==> src/rtl/painterengine_gpu_pkg.sv <==
// Shared types and constants for the PainterEngine GPU DMA schedulers.
// Holds scheduler state encodings, error codes and channel indices.
package painterengine_gpu_pkg;

   typedef enum logic [1:0] {
      SCHED_IDLE        = 2'd0,
      SCHED_RESET_PULSE = 2'd1,
      SCHED_RUN         = 2'd2,
      SCHED_REPORT      = 2'd3
   } sched_state_t;

   localparam logic [2:0] ERR_OK      = 3'b000;
   localparam logic [2:0] ERR_TIMEOUT = 3'b111;

   localparam logic [1:0] CH_PIXEL   = 2'd0;
   localparam logic [1:0] CH_TEXTURE = 2'd1;
   localparam logic [1:0] CH_BLIT    = 2'd2;
   localparam logic [1:0] CH_CPU     = 2'd3;

   localparam int NUM_CH = 4;

   function automatic logic [3:0] onehot4(input logic [1:0] idx);
      return 4'b0001 << idx;
   endfunction

endpackage

==> src/rtl/painterengine_gpu_rr_arbiter4.sv <==
// Combinational 4-way round-robin arbiter.
// Searches from pointer+1 (mod 4) for the first set request bit.
module painterengine_gpu_rr_arbiter4
   import painterengine_gpu_pkg::*;
(
   input  logic [3:0] request,
   input  logic [1:0] pointer,
   output logic       valid,
   output logic [1:0] index,
   output logic [3:0] onehot
);

   logic [1:0] cand;

   // scan the four candidates in rotating order, keep the first hit
   always_comb begin
      valid = 1'b0;
      index = 2'd0;
      cand  = 2'd0;
      for (int i = 1; i <= NUM_CH; i++) begin
         cand = pointer + 2'(i);
         if (!valid && request[cand]) begin
            valid = 1'b1;
            index = cand;
         end
      end
      onehot = valid ? onehot4(index) : 4'b0000;
   end

endmodule

==> src/rtl/painterengine_gpu_writer_scheduler.sv <==
// Shares the single AXI DMA writer among pixel, texture, blit and CPU.
// Pulses the writer reset per job, supervises it and reports done/error.
module painterengine_gpu_writer_scheduler
   import painterengine_gpu_pkg::*;
#(
   parameter int          PARAM_RESET_CYCLES = 2,
   parameter logic [31:0] PARAM_TIMEOUT      = 32'd1048576
) (
   input  logic       i_wire_clock,
   input  logic       i_wire_resetn,
   input  logic [3:0] i_wire_request,
   output logic [3:0] o_wire_grant,
   output logic [3:0] o_wire_channel_done,
   output logic [3:0] o_wire_channel_error,
   output logic [2:0] o_wire_error_type,
   output logic       o_wire_busy,
   output logic       o_wire_writer_resetn,
   output logic [3:0] o_wire_writer_router,
   input  logic       i_wire_writer_done,
   input  logic       i_wire_writer_error,
   input  logic [2:0] i_wire_writer_error_type
);

   localparam logic [31:0] RST_LAST = 32'(PARAM_RESET_CYCLES - 1);
   localparam logic [31:0] TMO_LAST = PARAM_TIMEOUT - 32'd1;

   sched_state_t state;
   sched_state_t next_state;

   logic [1:0]  rr_pointer;
   logic [1:0]  rr_pointer_d;
   logic [31:0] counter;
   logic [31:0] counter_d;
   logic [3:0]  route;
   logic [3:0]  route_d;
   logic [3:0]  done;
   logic [3:0]  done_d;
   logic [3:0]  error;
   logic [3:0]  error_d;
   logic [2:0]  error_type;
   logic [2:0]  error_type_d;
   logic        busy;
   logic        busy_d;
   logic        writer_resetn;
   logic        writer_resetn_d;

   logic        arb_valid;
   logic [1:0]  arb_index;
   logic [3:0]  arb_onehot;
   logic [3:0]  winner;
   logic        reset_last;
   logic        timeout;

   painterengine_gpu_rr_arbiter4 u_arbiter (
      .request (i_wire_request),
      .pointer (rr_pointer),
      .valid   (arb_valid),
      .index   (arb_index),
      .onehot  (arb_onehot)
   );

   // rr_pointer holds the current job's channel for the whole job
   assign winner     = onehot4(rr_pointer);
   assign reset_last = (counter == RST_LAST);
   assign timeout    = (counter == TMO_LAST);

   // state register
   always_ff @(posedge i_wire_clock or negedge i_wire_resetn) begin
      if (!i_wire_resetn) begin
         state <= SCHED_IDLE;
      end else begin
         state <= next_state;
      end
   end

   // next-state decode; writer error outranks done, done outranks timeout
   always_comb begin
      next_state = state;
      case (state)
         SCHED_IDLE: begin
            if (arb_valid) next_state = SCHED_RESET_PULSE;
         end
         SCHED_RESET_PULSE: begin
            if (reset_last) next_state = SCHED_RUN;
         end
         SCHED_RUN: begin
            if (i_wire_writer_error || i_wire_writer_done || timeout)
               next_state = SCHED_REPORT;
         end
         SCHED_REPORT: begin
            next_state = SCHED_IDLE;
         end
         default: begin
            next_state = SCHED_IDLE;
         end
      endcase
   end

   // next values of all registered outputs and the job datapath
   always_comb begin
      rr_pointer_d    = rr_pointer;
      counter_d       = counter;
      route_d         = route;
      done_d          = 4'b0000;
      error_d         = 4'b0000;
      error_type_d    = error_type;
      writer_resetn_d = 1'b0;
      busy_d          = (next_state != SCHED_IDLE);
      case (state)
         SCHED_IDLE: begin
            if (arb_valid) begin
               route_d      = arb_onehot;
               rr_pointer_d = arb_index;
               counter_d    = 32'd0;
            end
         end
         SCHED_RESET_PULSE: begin
            if (reset_last) begin
               counter_d       = 32'd0;
               writer_resetn_d = 1'b1;
            end else begin
               counter_d = counter + 32'd1;
            end
         end
         SCHED_RUN: begin
            writer_resetn_d = 1'b1;
            counter_d       = timeout ? counter : counter + 32'd1;
            if (i_wire_writer_error) begin
               error_type_d = i_wire_writer_error_type;
               error_d      = winner;
            end else if (i_wire_writer_done) begin
               done_d = winner;
            end else if (timeout) begin
               error_type_d = ERR_TIMEOUT;
               error_d      = winner;
            end
         end
         SCHED_REPORT: begin
            route_d   = 4'b0000;
            counter_d = 32'd0;
         end
         default: begin
            route_d = 4'b0000;
         end
      endcase
   end

   // output and datapath registers; reset parks the writer in reset
   always_ff @(posedge i_wire_clock or negedge i_wire_resetn) begin
      if (!i_wire_resetn) begin
         rr_pointer    <= CH_CPU;
         counter       <= 32'd0;
         route         <= 4'b0000;
         done          <= 4'b0000;
         error         <= 4'b0000;
         error_type    <= ERR_OK;
         busy          <= 1'b0;
         writer_resetn <= 1'b0;
      end else begin
         rr_pointer    <= rr_pointer_d;
         counter       <= counter_d;
         route         <= route_d;
         done          <= done_d;
         error         <= error_d;
         error_type    <= error_type_d;
         busy          <= busy_d;
         writer_resetn <= writer_resetn_d;
      end
   end

   assign o_wire_grant         = route;
   assign o_wire_writer_router = route;
   assign o_wire_channel_done  = done;
   assign o_wire_channel_error = error;
   assign o_wire_error_type    = error_type;
   assign o_wire_busy          = busy;
   assign o_wire_writer_resetn = writer_resetn;

endmodule

==> config.mk <==
export PLATFORM = sky130hd
export DESIGN_NAME = painterengine_gpu_writer_scheduler
export DESIGN_NICKNAME = d
export VERILOG_FILES = /design/src/rtl/painterengine_gpu_pkg.sv /design/src/rtl/painterengine_gpu_rr_arbiter4.sv /design/src/rtl/painterengine_gpu_writer_scheduler.sv
export SDC_FILE = /design/constraint.sdc
export NUM_CORES = 1
export LEC_CHECK = 0
export CAP_MARGIN = 20
export CORE_MARGIN = 2
export CORE_UTILIZATION = 55
export CTS_CLUSTER_SIZE = 10
export DETAILED_ROUTE_END_ITERATION = 6
export DONT_BUFFER_PORTS = 1
export PLACE_DENSITY = 0.81
export SYNTH_ARGS = -nofsm -noshare
export SYNTH_HDL_FRONTEND = slang
export SYNTH_SLANG_ARGS = --single-unit
==> constraint.sdc <==
create_clock -name i_wire_clock -period 2.64 [get_ports i_wire_clock]
set_input_delay 0.396 -clock i_wire_clock [delete_from_list [all_inputs] [get_ports i_wire_clock]]
set_output_delay 0.396 -clock i_wire_clock [all_outputs]
set_load 0.05 [all_outputs]
# [After elaboration in Yosys (flattened, before gate mapping)]
# Index checks and enable logic that the tools add are counted.
[totals] reg_bits=53 latchBits=0 ram_bits=0 rom_bits=0 inputBits=11 out_inout_bits=21 elab_cells=81 n_memories=0
[op_classes] n_addsub=4 multipliers=0 div=0 magnitude_cmp=4 eq_ne=8 n_shift=2 muxes=38 n_bitwise=0 reduce_logical=16
[op_table] op="one-hot mux 32 bit (4 select lines)" n=1
[op_table] op="2-to-1 mux 32 bit" n=3
[op_table] op="adder 32 x 1 -> 32 bit (second input constant)" n=1
[op_table] op="equality test 32 x 1 -> 1 bit (second input constant)" n=1
[op_table] op="equality test 32 x 20 -> 1 bit (second input constant)" n=1
[op_table] op="2-to-1 mux 4 bit" n=8
[op_table] op="2-to-1 mux 2 bit" n=7
[op_table] op="less-than comparator 2 x 3 -> 1 bit (second input constant)" n=4
[op_table] op="2-to-1 mux 1 bit" n=9
[op_table] op="2-to-1 mux 3 bit" n=3
[op_table] op="binary-select mux 1 bit (select 2 bit)" n=4
[op_table] op="one-hot mux 2 bit (4 select lines)" n=1
[op_table] op="one-hot mux 4 bit (2 select lines)" n=1
[op_table] op="left shift 1 x 2 -> 4 bit (first input constant)" n=2
[op_table] op="AND reduction 2 bit" n=3
[op_table] op="nonzero test 2 bit" n=3
[op_table] op="adder 2 bit (second input constant)" n=2
[op_table] op="equality test 2 bit (second input constant)" n=2
[op_table] op="inequality test 2 bit (second input constant)" n=2
[op_table] op="logical AND 1 bit" n=3
[op_table] op="zero test 1 bit" n=3
[op_table] op="AND reduction 3 bit" n=1
[op_table] op="adder 2 x 1 -> 2 bit (second input constant)" n=1
[op_table] op="equality test 2 x 1 -> 1 bit (second input constant)" n=1
[op_table] op="4 further kinds" n=5

# [Depth between registers and ports, before layout]
# Gate-level depths: netlist (run 1).
[logic_depth] word_depth=16 depth_mapped=10 ltp_nobuf=8

# [Cells and area by module]
# A second synthesis (run 1) with hierarchy kept.
[hier_totals] cells_unflattened=354 hier_area_um2=3194.3
[modules_own_cells] module="painterengine_gpu_writer_scheduler" instances=1 cells_each=324 area_per_inst_um2=2992.9 seq_area_each_um2=1328.8
[modules_own_cells] module="painterengine_gpu_rr_arbiter4" instances=1 cells_each=30 area_per_inst_um2=201.4 seq_area_each_um2=0.0

# [Worst setup path before layout (run 1)]
# Ideal clock, no wire load.
[synth_path] path_kind="reg2reg" start="register counter[27]" end="register counter[5]" arrival_time_ns=2.287 required_time_ns=2.511 setup_slack_ns=0.224 path_stages_with_launch=9 path_buffers=2 path_cell_list="dfrtp_1 > or4_1 > or4_4 > o41ai_4 > a21oi_2 > buf_6 > buf_6 > a31oi_1 > o31ai_1"
[synth_via] elab_chain_cells=3 elab_cells_between_ends=6
[synth_rtl] item="start: declaration" line="painterengine_gpu_writer_scheduler.sv:32" text="logic [31:0] counter;"
[synth_rtl] item="start signal: assignment" line="painterengine_gpu_writer_scheduler.sv:161" text="counter <= counter_d;"
[synth_rtl] item="equality test 32 x 1 -> 1 bit or equality test 32 x 20 -> 1 bit (tied branches)" line="painterengine_gpu_writer_scheduler.sv:64, painterengine_gpu_writer_scheduler.sv:65"
[synth_rtl] item="2-to-1 mux 32 bit or inequality test 2 bit (tied branches)"
[synth_rtl] item="one-hot mux 32 bit (4 select lines) or AND reduction 2 bit (tied branches)"
# Parallel ways exist; a longest one is shown, timed or not.
# A chain may end at the register's enable or synchronous reset.

# [Worst setup path in the final report (run 1)]
[layout_path] start="register counter[27]" end="register counter[27]"
[layout_via] elab_chain_cells=3 elab_cells_between_ends=8
[layout_rtl] item="adder 32 x 1 -> 32 bit (tied with other cells)" line="painterengine_gpu_writer_scheduler.sv:122, painterengine_gpu_writer_scheduler.sv:127"
[layout_rtl] item="2-to-1 mux 32 bit (tied with other cells)" line="painterengine_gpu_writer_scheduler.sv:127" text="counter_d = timeout ? counter : counter + 32'd1;"
[layout_rtl] item="one-hot mux 32 bit (4 select lines) or AND reduction 2 bit (tied branches)"
# Parallel ways exist; a longest one is shown, timed or not. The select of a mux whose other input is x is not followed.

==> impl_metrics.toml, run 1 <==
[sta]
fin_crit_sh_pct = 96.59
final.min_clock_period_ps = 2550
drv_slew = 0
rsz0062_at_grt = "yes"
worst_hold_slack_ps = 214.4
maxSlewHeadroom_pct = 35.76
tightest_slew_ps = 951.6
hold_viol_final = 0
fmax_mhz = 392.1
fin_worst_skew_ps = 8.728
fin_tns_setup_ps = 0
setup_viol = 0

[clocking]
cts-htree-levels = 2
cts.clk_slew.worst_paths_ps = 90
cts-root-buf = "clkbuf_8"
clkLatencyLatePin_ps = 310
cts_tree = "built"
cts.sinks = 53
postCtsSetupBuffers = 0
cts_buffers = 5
clock_path_buffers = 2

[die]
num_rows = 27
pin_count = 32
start_util_pct = 56.13
core_area_sq_mm = 0.005405
die_x_um = 78.28
die_h_um = 78.28
dieArea_sq_mm = 0.006127

[yosys]
yosysTopAreaCellShare_pct = 42.06
yosysSeqAreaShare_pct = 43.79
syn_inst = 326
synth.area.top_cells = "dfrtp_1 (42%), a31oi_1 (5.6%), ha_1 (4.5%)"
synthArstFlopShare_pct = 100.0
synth_edf_count = 0
syn-num-nets = 348
yosysTopAreaCell = "dfrtp_1"
avgSynthCellArea_sq_um = 9.307
synth_seq_cells = 53
netlist_area_sq_mm = 0.003034
ys.flop_type = "dfrtp_1"
synth.distinct_cells = 46
yosysWarningCount = 0

[cells_and_area]
antenna_cells = 0
nets = 349
stdcell_area_sq_mm = 0.003224
drive_gt1_share_pct = 9.756
final_common_cell = "dfrtp_1"
final_cell_mix = "dfrtp_1 (51), nand2_1 (30), a31oi_1 (27), a21oi_1 (21)"
post-route-util_pct = 59.65
area.growth.synth_to_final_pct = 6.268

[critical_path]
r2r_cells = 7
crit_fanout = 13
start_kind = "register"
worstPathRequired_ps = 2830
cp.depth = 7
critical_path.top_delay_family = "simple AND/OR/NAND/NOR gates"
cp_data_arrival_time_ps = 2740
critical-path-max-stage-delay_ps = 570
cp_num_buf_inv = 1
path_cells = "or4_1 -> or4_4 -> o41ai_4 -> a21oi_2 -> buf_4 -> a31oi_1 -> o31ai_1"
setup.worst_path.end_class = "register"
critPathKind = "register to register"
cp_slowest_cell = "or4_1"

[drt]
drc = 0
vias = 2511
via_per_inst = 6.278
drtIter0Drc = 225
antenna_left = 0
first_pass_iters = 5
wl_per_cell_um = 16.26
drt-total-wl_mm = 6.504

[global_route]
gr-usage-all-layers_pct = 22.72
grt_pass1_vias = 2394
grt_max_degree = 54
grt_first_pass_wirelength_mm = 11.16
overflow = 0
antenna_found_initial = 0

[run_status]
outcome = "finished clean"

[run]
max_cap_violations = 0

[placed_design]
dpl.hpwl_mm = 4.460
port_buffers = 0
gp_congestion = 0.8052
dpl_cell_area_sq_mm = 0.003098

[worst_hold_path]
worstHoldPathType = "input port to register"
min_path_cells = 1

[power]
p_per_area_mw_per_mm2 = 842.8
power_mw = 2.718
irDropWorstVdd_uv = 347.3
leakagePower_nw = 1.378
[routing by layer]
metal / GRT usage [%] / routed length [um] / vias up
li1: - / - / 1225
met1: 31.92 / 3040 / 1184
met2: 35.43 / 2964 / 87
met3: 3.563 / 366 / 15
met4: 9.123 / 132 / 0
met5: 0 / 0 / -
[Yosys cell counts, types with 3 or more instances]
cell type,n
clkbuf_1,10
and3_1,6
and4_1,6
nor3_1,4
a21oi_1,21
o22ai_1,3
nor2_1,17
nand2b_1,7
ha_1,11
nor4_1,6
mux2i_1,4
nand2_1,31
buf_4,4
dfrtp_1,51
buf_2,3
or4_1,3
buf_6,3
nand4_1,9
inv_1,12
o22a_1,3
o31ai_1,4
and2_1,15
a31oi_1,27
o21ai_0,17
nand3_1,17
a41oi_1,8
[path summary, 6_finish.rpt]
kind,from,end,slack (ps)
max in group asynchronous,i_wire_resetn,rr_pointer[1],1750
min in group asynchronous,i_wire_resetn,counter[0],580
min reg2reg,counter[31],counter[31],510
max reg2reg,counter[27],counter[27],90
max,counter[27],counter[27],90
min,i_wire_writer_error_type[0],o_wire_error_type[0],210
[cell type report]
type                            instances  area [sq um]
Inverter                               12         45.04
Fill cell                             467          2181
Tap cell                               72         90.09
Clock buffer                            5         68.82
Clock inverter                          3         17.52
Multi-Input combinational cell        241          1546
Timing Repair Buffer                   14         127.6
Sequential cell                        53          1329
[cells by family (layout without fill, tap and decap cells)]
kind of cell / count (synthesis) / in the layout / share of synthesized area (%)
buffers and inverters: 32 / 34 / 5.319
adder cells (fa/ha/maj): 11 / 11 / 4.536
AND/OR/NAND/NOR: 127 / 127 / 22.60
flip-flops: 53 / 53 / 43.79
AO/OA/AOI/OAI: 95 / 95 / 20.74
XOR/XNOR: 2 / 2 / 0.5774
multiplexers: 6 / 6 / 2.433
[worst reg2reg max path, cell delays in order (launching register included)]
cell and delay [ps]:
dfrtp_1 380, or4_1 570, or4_4 460, o41ai_4 310, a21oi_2 220, buf_4 240, a31oi_1 170, o31ai_1 90
[registers in the layout, indices dropped and copies added (netlist names)]
name	cells
counter	32
o_wire_channel_done	4
o_wire_channel_error	4
o_wire_grant	4
o_wire_error_type	3
rr_pointer	2
state	2
o_wire_busy	1
o_wire_writer_resetn	1
[report_power, final]
part	internal, mW	total [mW]	switching (mW)
Sequential	0.918	1.29	0.376
Clock	0.184	0.450	0.267
Combinational	0.361	0.974	0.612
Total	1.46	2.72	1.25
[through the flow]
stage / cells / setup slack, ps
after floorplan: 326 / 224.2
after global placement: 390 / 128.1
after detailed placement: 390 / 77.78
after CTS: 400 / 64.10
after global routing: 400 / -25.25
final: 400 / 89.89
[what timing repair did]
| item | in CTS | in global routing |
|---|---|---|
| endpoints found under the setup margin | 0 | 9 |
| resized for setup | 0 | 1 |
| hold buffers | 2 | 0 |
| endpoints found under the hold margin | 53 | 0 |
Note: power is estimated with default switching activity, not from simulation.
==> inputs of run 2 (changes only) <==
- RECOVER_POWER: not set -> 25
==> run 2 against run 1 <==
Compared with the run above:
- critical path depth unchanged
- highest routed layer unchanged
- register-to-register slack about the same
- first-iteration DRC count unchanged
==> impl_metrics.toml, run 2 (synthesized netlist as in run 1, its figures left out) <==
[cells_and_area]
largest_register = "counter"
final_common_cell = "dfrtp_1"
drive_gt1_share_pct = 9.756
nets = 349
area.growth.synth_to_final_pct = 5.526
fillers = 470
multiInputGateArea_sq_mm = 0.001546
antenna_cells = 0
largest_reg_flops = 32
final_cells = 400
stdcell_area_sq_mm = 0.003202
final_cell_mix = "dfrtp_1 (51), nand2_1 (30), a31oi_1 (27), a21oi_1 (21)"
area.sequential_sq_mm = 0.001329

[critical_path]
setup.worst_path.end_class = "register"
cp_data_arrival_time_ps = 2730
crit_fanout = 13
start_kind = "register"
cp_slowest_cell = "or4_1"
critical-path-max-stage-delay_ps = 570
path_cells = "or4_1 -> or4_4 -> o41ai_4 -> a21oi_2 -> buf_4 -> a31oi_1 -> o31ai_1"
critical_path.top_delay_family = "simple AND/OR/NAND/NOR gates"
worstPathRequired_ps = 2830
critPathKind = "register to register"
cp_num_buf_inv = 1

[global_route]
grt_first_pass_wirelength_mm = 11.16
antenna_found_initial = 0
grt_pass1_vias = 2394
grt_max_degree = 54
gr-usage-all-layers_pct = 22.72
overflow = 0

[drt]
antenna_left = 0
drtIter0Drc = 225
vias = 2478
drt-total-wl_mm = 6.474
first_pass_iters = 4
drc = 0
via_per_inst = 6.195
wl_per_cell_um = 16.19

[clocking]
cts-root-buf = "clkbuf_8"
cts_tree = "built"
cts.clk_slew.worst_paths_ps = 90
cts-htree-levels = 2
cts.sinks = 53
clkLatencyLatePin_ps = 310
clock_path_buffers = 2
cts_buffers = 5

[run]
max_cap_violations = 0

[power]
p_per_area_mw_per_mm2 = 843.4
pwr-share-seq_pct = 47.9
pwr-share-clk_pct = 16.7
power.switching_mw = 1.242
combPwrFrac_pct = 35.4
irDropWorstVdd_uv = 347.0
power_mw = 2.700
leakagePower_nw = 1.369
p_int_mw = 1.459
p_sw_share_pct = 45.98

[sta]
tightest_slew_ps = 1287
worst_hold_slack_ps = 214.7
final.min_clock_period_ps = 2537
fin_crit_sh_pct = 96.11
hold_viol_final = 0
fmax_mhz = 394.1
maxSlewHeadroom_pct = 14.19
fin_worst_skew_ps = 8.707
rsz0062_at_grt = "yes"
setup_viol = 0
drv_slew = 0
fin_tns_setup_ps = 0

[die]
die_x_um = 78.28
start_util_pct = 56.13
dieArea_sq_mm = 0.006127
num_rows = 27
die_h_um = 78.28
pin_count = 32
core_area_sq_mm = 0.005405

[placed_design]
placedCellCount = 390
dpl_cell_area_sq_mm = 0.003098
gp_congestion = 0.8052
port_buffers = 0
dpl.hpwl_mm = 4.460

[run_status]
outcome = "finished clean"

[worst_hold_path]
worstHoldPathType = "input port to register"
==> run 2: metrics by stage <==
step	setup slack, ps	utilization (%)
after floorplan	224.2	-
after global placement	128.1	57.31
after detailed placement	77.78	57.31
after CTS	64.10	59.61
after global routing	-25.25	59.24
final	102.7	59.24
==> run 2: metal layers <==
| metal | share of wire, % | track usage (%) | wire [um] | up-vias |
|---|---|---|---|---|
| met3 | 6.4 | 3.563 | 413 | 7 |
| met2 | 46 | 35.43 | 2989 | 76 |
| met5 | 0 | 0 | 0 | - |
| met1 | 46 | 31.92 | 2990 | 1171 |
| met4 | 1.3 | 9.123 | 81 | 0 |
| li1 | - | - | - | 1224 |
==> run 2: layout make-up <==
cell class,count,area share (%)
clock buffer,5,2.149
clock inverter,3,0.5471
timing repair buffer,14,3.283
multi-input combinational,241,48.30
sequential,53,41.50
inverter,12,1.407
tap,72,2.814
==> run 2: repair_timing <==
item                                   4_1_cts  5_1_grt
buffers inserted                             0        0
resized for setup                            0        1
setup endpoints to repair                    0        9
endpoints found under the hold margin       53        0
hold buffers                                 2        0
==> run 2: worst register-to-register path, delay by kind of cell, from the launching register on <==
kind	cells	cell delay [ps]
DFF	1	380
and+or+nand+nor	2	1030
AOI/OAI and AO/OA	4	780
buffers and inverters	1	230
==> run 2: power groups by stage <==
stage	logic, mW	registers [mW]	clock network, mW
floorplan	0.872	1.22	0
global placement	0.902	1.31	0
detailed placement	0.929	1.31	0
CTS	0.958	1.29	0.466
global route	1.09	1.31	0.494
finish	0.956	1.29	0.450
==> run 2: final timing paths <==
path	from	endpoint	slack, ps	depth (start not counted)
worst max-delay path	counter[27]	counter[27]	100	7
worst min-delay path	i_wire_writer_error_type[0]	o_wire_error_type[0]	210	1
min in group asynchronous	i_wire_resetn	counter[1]	900	2
worst min register to register	counter[30]	counter[30]	510	1
max in group asynchronous	i_wire_resetn	o_wire_error_type[0]	960	2
worst max register to register	counter[27]	counter[27]	100	7
==> inputs of run 3 (changes only) <==
- CTS_BUF_LIST: not set -> sky130_fd_sc_hd__clkbuf_8
- PLACE_DENSITY: 0.81 -> not set
- PLACE_DENSITY_LB_ADDON: not set -> 0.2
==> run 3 against run 2 <==
Compared with the run above:
- core utilization rose by 0.28 points
- sequential share of layout area fell by 0.19 points
- register-to-register slack better by 50 ps
- global-route usage rose by 0.60 points
- combinational power rose by 2.6%
- largest power group unchanged
- die area stayed put
- via count up 1.8%
==> impl_metrics.toml, run 3 (synthesized netlist as in run 1, its figures left out) <==
[power]
pwr-share-clk_pct = 17.6
pwr-share-seq_pct = 46.9
power.switching_mw = 1.265
p_int_mw = 1.500
irDropWorstVdd_uv = 632.6
p_sw_share_pct = 45.76
combPwrFrac_pct = 35.5
p_per_area_mw_per_mm2 = 859.5
leakagePower_nw = 1.381

[clocking]
cts.clk_slew.worst_paths_ps = 90
clkLatencyLatePin_ps = 310
cts_buffers = 5
cts.sinks = 53
cts-root-buf = "clkbuf_8"
cts_tree = "built"
clock_path_buffers = 2
cts-htree-levels = 2
cts.repair.resized = 0

[critical_path]
r2r-start = "counter[28]"
critical-path-max-stage-delay_ps = 540
cp_slowest_cell = "or4_1"
critPathLaunch = "counter[28]"
cp_data_arrival_time_ps = 2680
crit_fanout = 21
worstPathRequired_ps = 2830
setup.worst_path.end_class = "register"
start_kind = "register"
path_cells = "or4_1 -> or4_4 -> o41ai_4 -> a211oi_2 -> buf_4 -> a41oi_1 -> a31oi_1"
critPathKind = "register to register"

[drt]
via_per_inst = 6.289
first_pass_iters = 4
drtIter0Drc = 226
vias = 2522
wl_per_cell_um = 17.00
drc = 0
antenna_left = 0
drt-total-wl_mm = 6.819

[global_route]
antenna_found_initial = 0
grt_max_degree = 54
overflow = 0
grt_pass1_vias = 2374
grt_first_pass_wirelength_mm = 11.43
gr-usage-all-layers_pct = 23.32

[sta]
hold_viol_final = 0
fin_tns_setup_ps = 0
drv_slew = 0
final.min_clock_period_ps = 2489
tightest_slew_ps = 1323
setup_viol = 0
fmax_mhz = 401.7
maxSlewHeadroom_pct = 11.78
setup_slack_ps = 150.6
fin_crit_sh_pct = 94.30
rsz0062_at_grt = "no"
fin_worst_skew_ps = 11.13

[placed_design]
dpl.hpwl_mm = 4.670
dpl_cell_area_sq_mm = 0.003105
dp_slack_ps = 172.1
gp_congestion = 0.7951
port_buffers = 0

[cells_and_area]
post-route-util_pct = 59.51
largest_register = "counter"
final_cell_mix = "dfrtp_1 (51), nand2_1 (31), a31oi_1 (27), a21oi_1 (21)"
largest_reg_flops = 32
antenna_cells = 0
stdcell_area_sq_mm = 0.003217
drive_gt1_share_pct = 9.726
area.growth.synth_to_final_pct = 6.021
final_common_cell = "dfrtp_1"
nets = 350

[worst_hold_path]
worstHoldPathType = "input port to register"
min_from = "i_wire_writer_error_type[2]"

[die]
pin_count = 32
core_area_sq_mm = 0.005405
dieArea_sq_mm = 0.006127
die_h_um = 78.28
die_x_um = 78.28
start_util_pct = 56.13
num_rows = 27

[run]
max_cap_violations = 0

[run_status]
outcome = "finished clean"
==> run 3: cell count changes in the layout (fill, tap and decap cells not counted) <==
cell	before	now
buf_4	12	13
clkbuf_8	5	6
nand2_1	30	31
clkinv_4	0	1
clkinvlp_4	1	0
nand2_2	1	0
clkinv_2	2	1
==> run 3: timing repair <==
item | 4_1_cts | 5_1_grt
endpoints found under the hold margin | 53 | 0
hold buffers | 2 | 0
setup buffers | 0 | 0
==> run 3: path summary, 6_finish.rpt <==
path / depth (start not counted) / slack, ps / to
min in group asynchronous: 2 / 960 / counter[10]
hold reg to reg: 1 / 510 / counter[25]
setup reg to reg: 7 / 150 / counter[16]
hold / removal: 1 / 210 / o_wire_error_type[2]
setup / recovery: 7 / 150 / counter[16]
max in group asynchronous: 2 / 880 / counter[31]
==> run 3: routing by layer <==
metal	global-route usage, %	vias up	wire, um
li1	-	1219	-
met4	7.018	0	85
met2	37.16	66	3248
met5	0	-	0
met3	4.138	8	320
met1	32.71	1229	3165
==> run 3: power groups by stage <==
| stage | combinational (mW) | sequential, mW | clock, mW |
|---|---|---|---|
| after floorplan | 0.872 | 1.22 | 0 |
| after global placement | 0.929 | 1.31 | 0 |
| after detailed placement | 0.947 | 1.32 | 0 |
| after CTS | 0.982 | 1.30 | 0.504 |
| after global routing | 1.11 | 1.31 | 0.532 |
| final | 0.981 | 1.30 | 0.488 |
==> run 3: critical path: cells and delay by family (launching register included) <==
kind            cells  cell delay (ps)
flops               1              420
simple gates        2             1000
buf+inv             1              230
compound gates      4              720
==> run 3: metrics by stage <==
stage / power [mW] / hold slack, ps / instances
6_report: 2.765 / 213.5 / 401
2_1_floorplan: 2.094 / 100.4 / 326
5_1_grt: 2.951 / 203.4 / 401
4_1_cts: 2.783 / 201.5 / 401
3_3_place_gp: 2.239 / 102.1 / 391
3_5_place_dp: 2.263 / 102.5 / 391
==> run 3: area by class of cell <==
type | count | area, sq um
fill | 497 | 2188
multi-input combinational | 241 | 1544
sequential | 53 | 1329
timing repair buffer | 15 | 112.6
tap | 72 | 90.09
clock buffer | 6 | 82.58
inverter | 12 | 45.04
clock inverter | 2 | 13.76
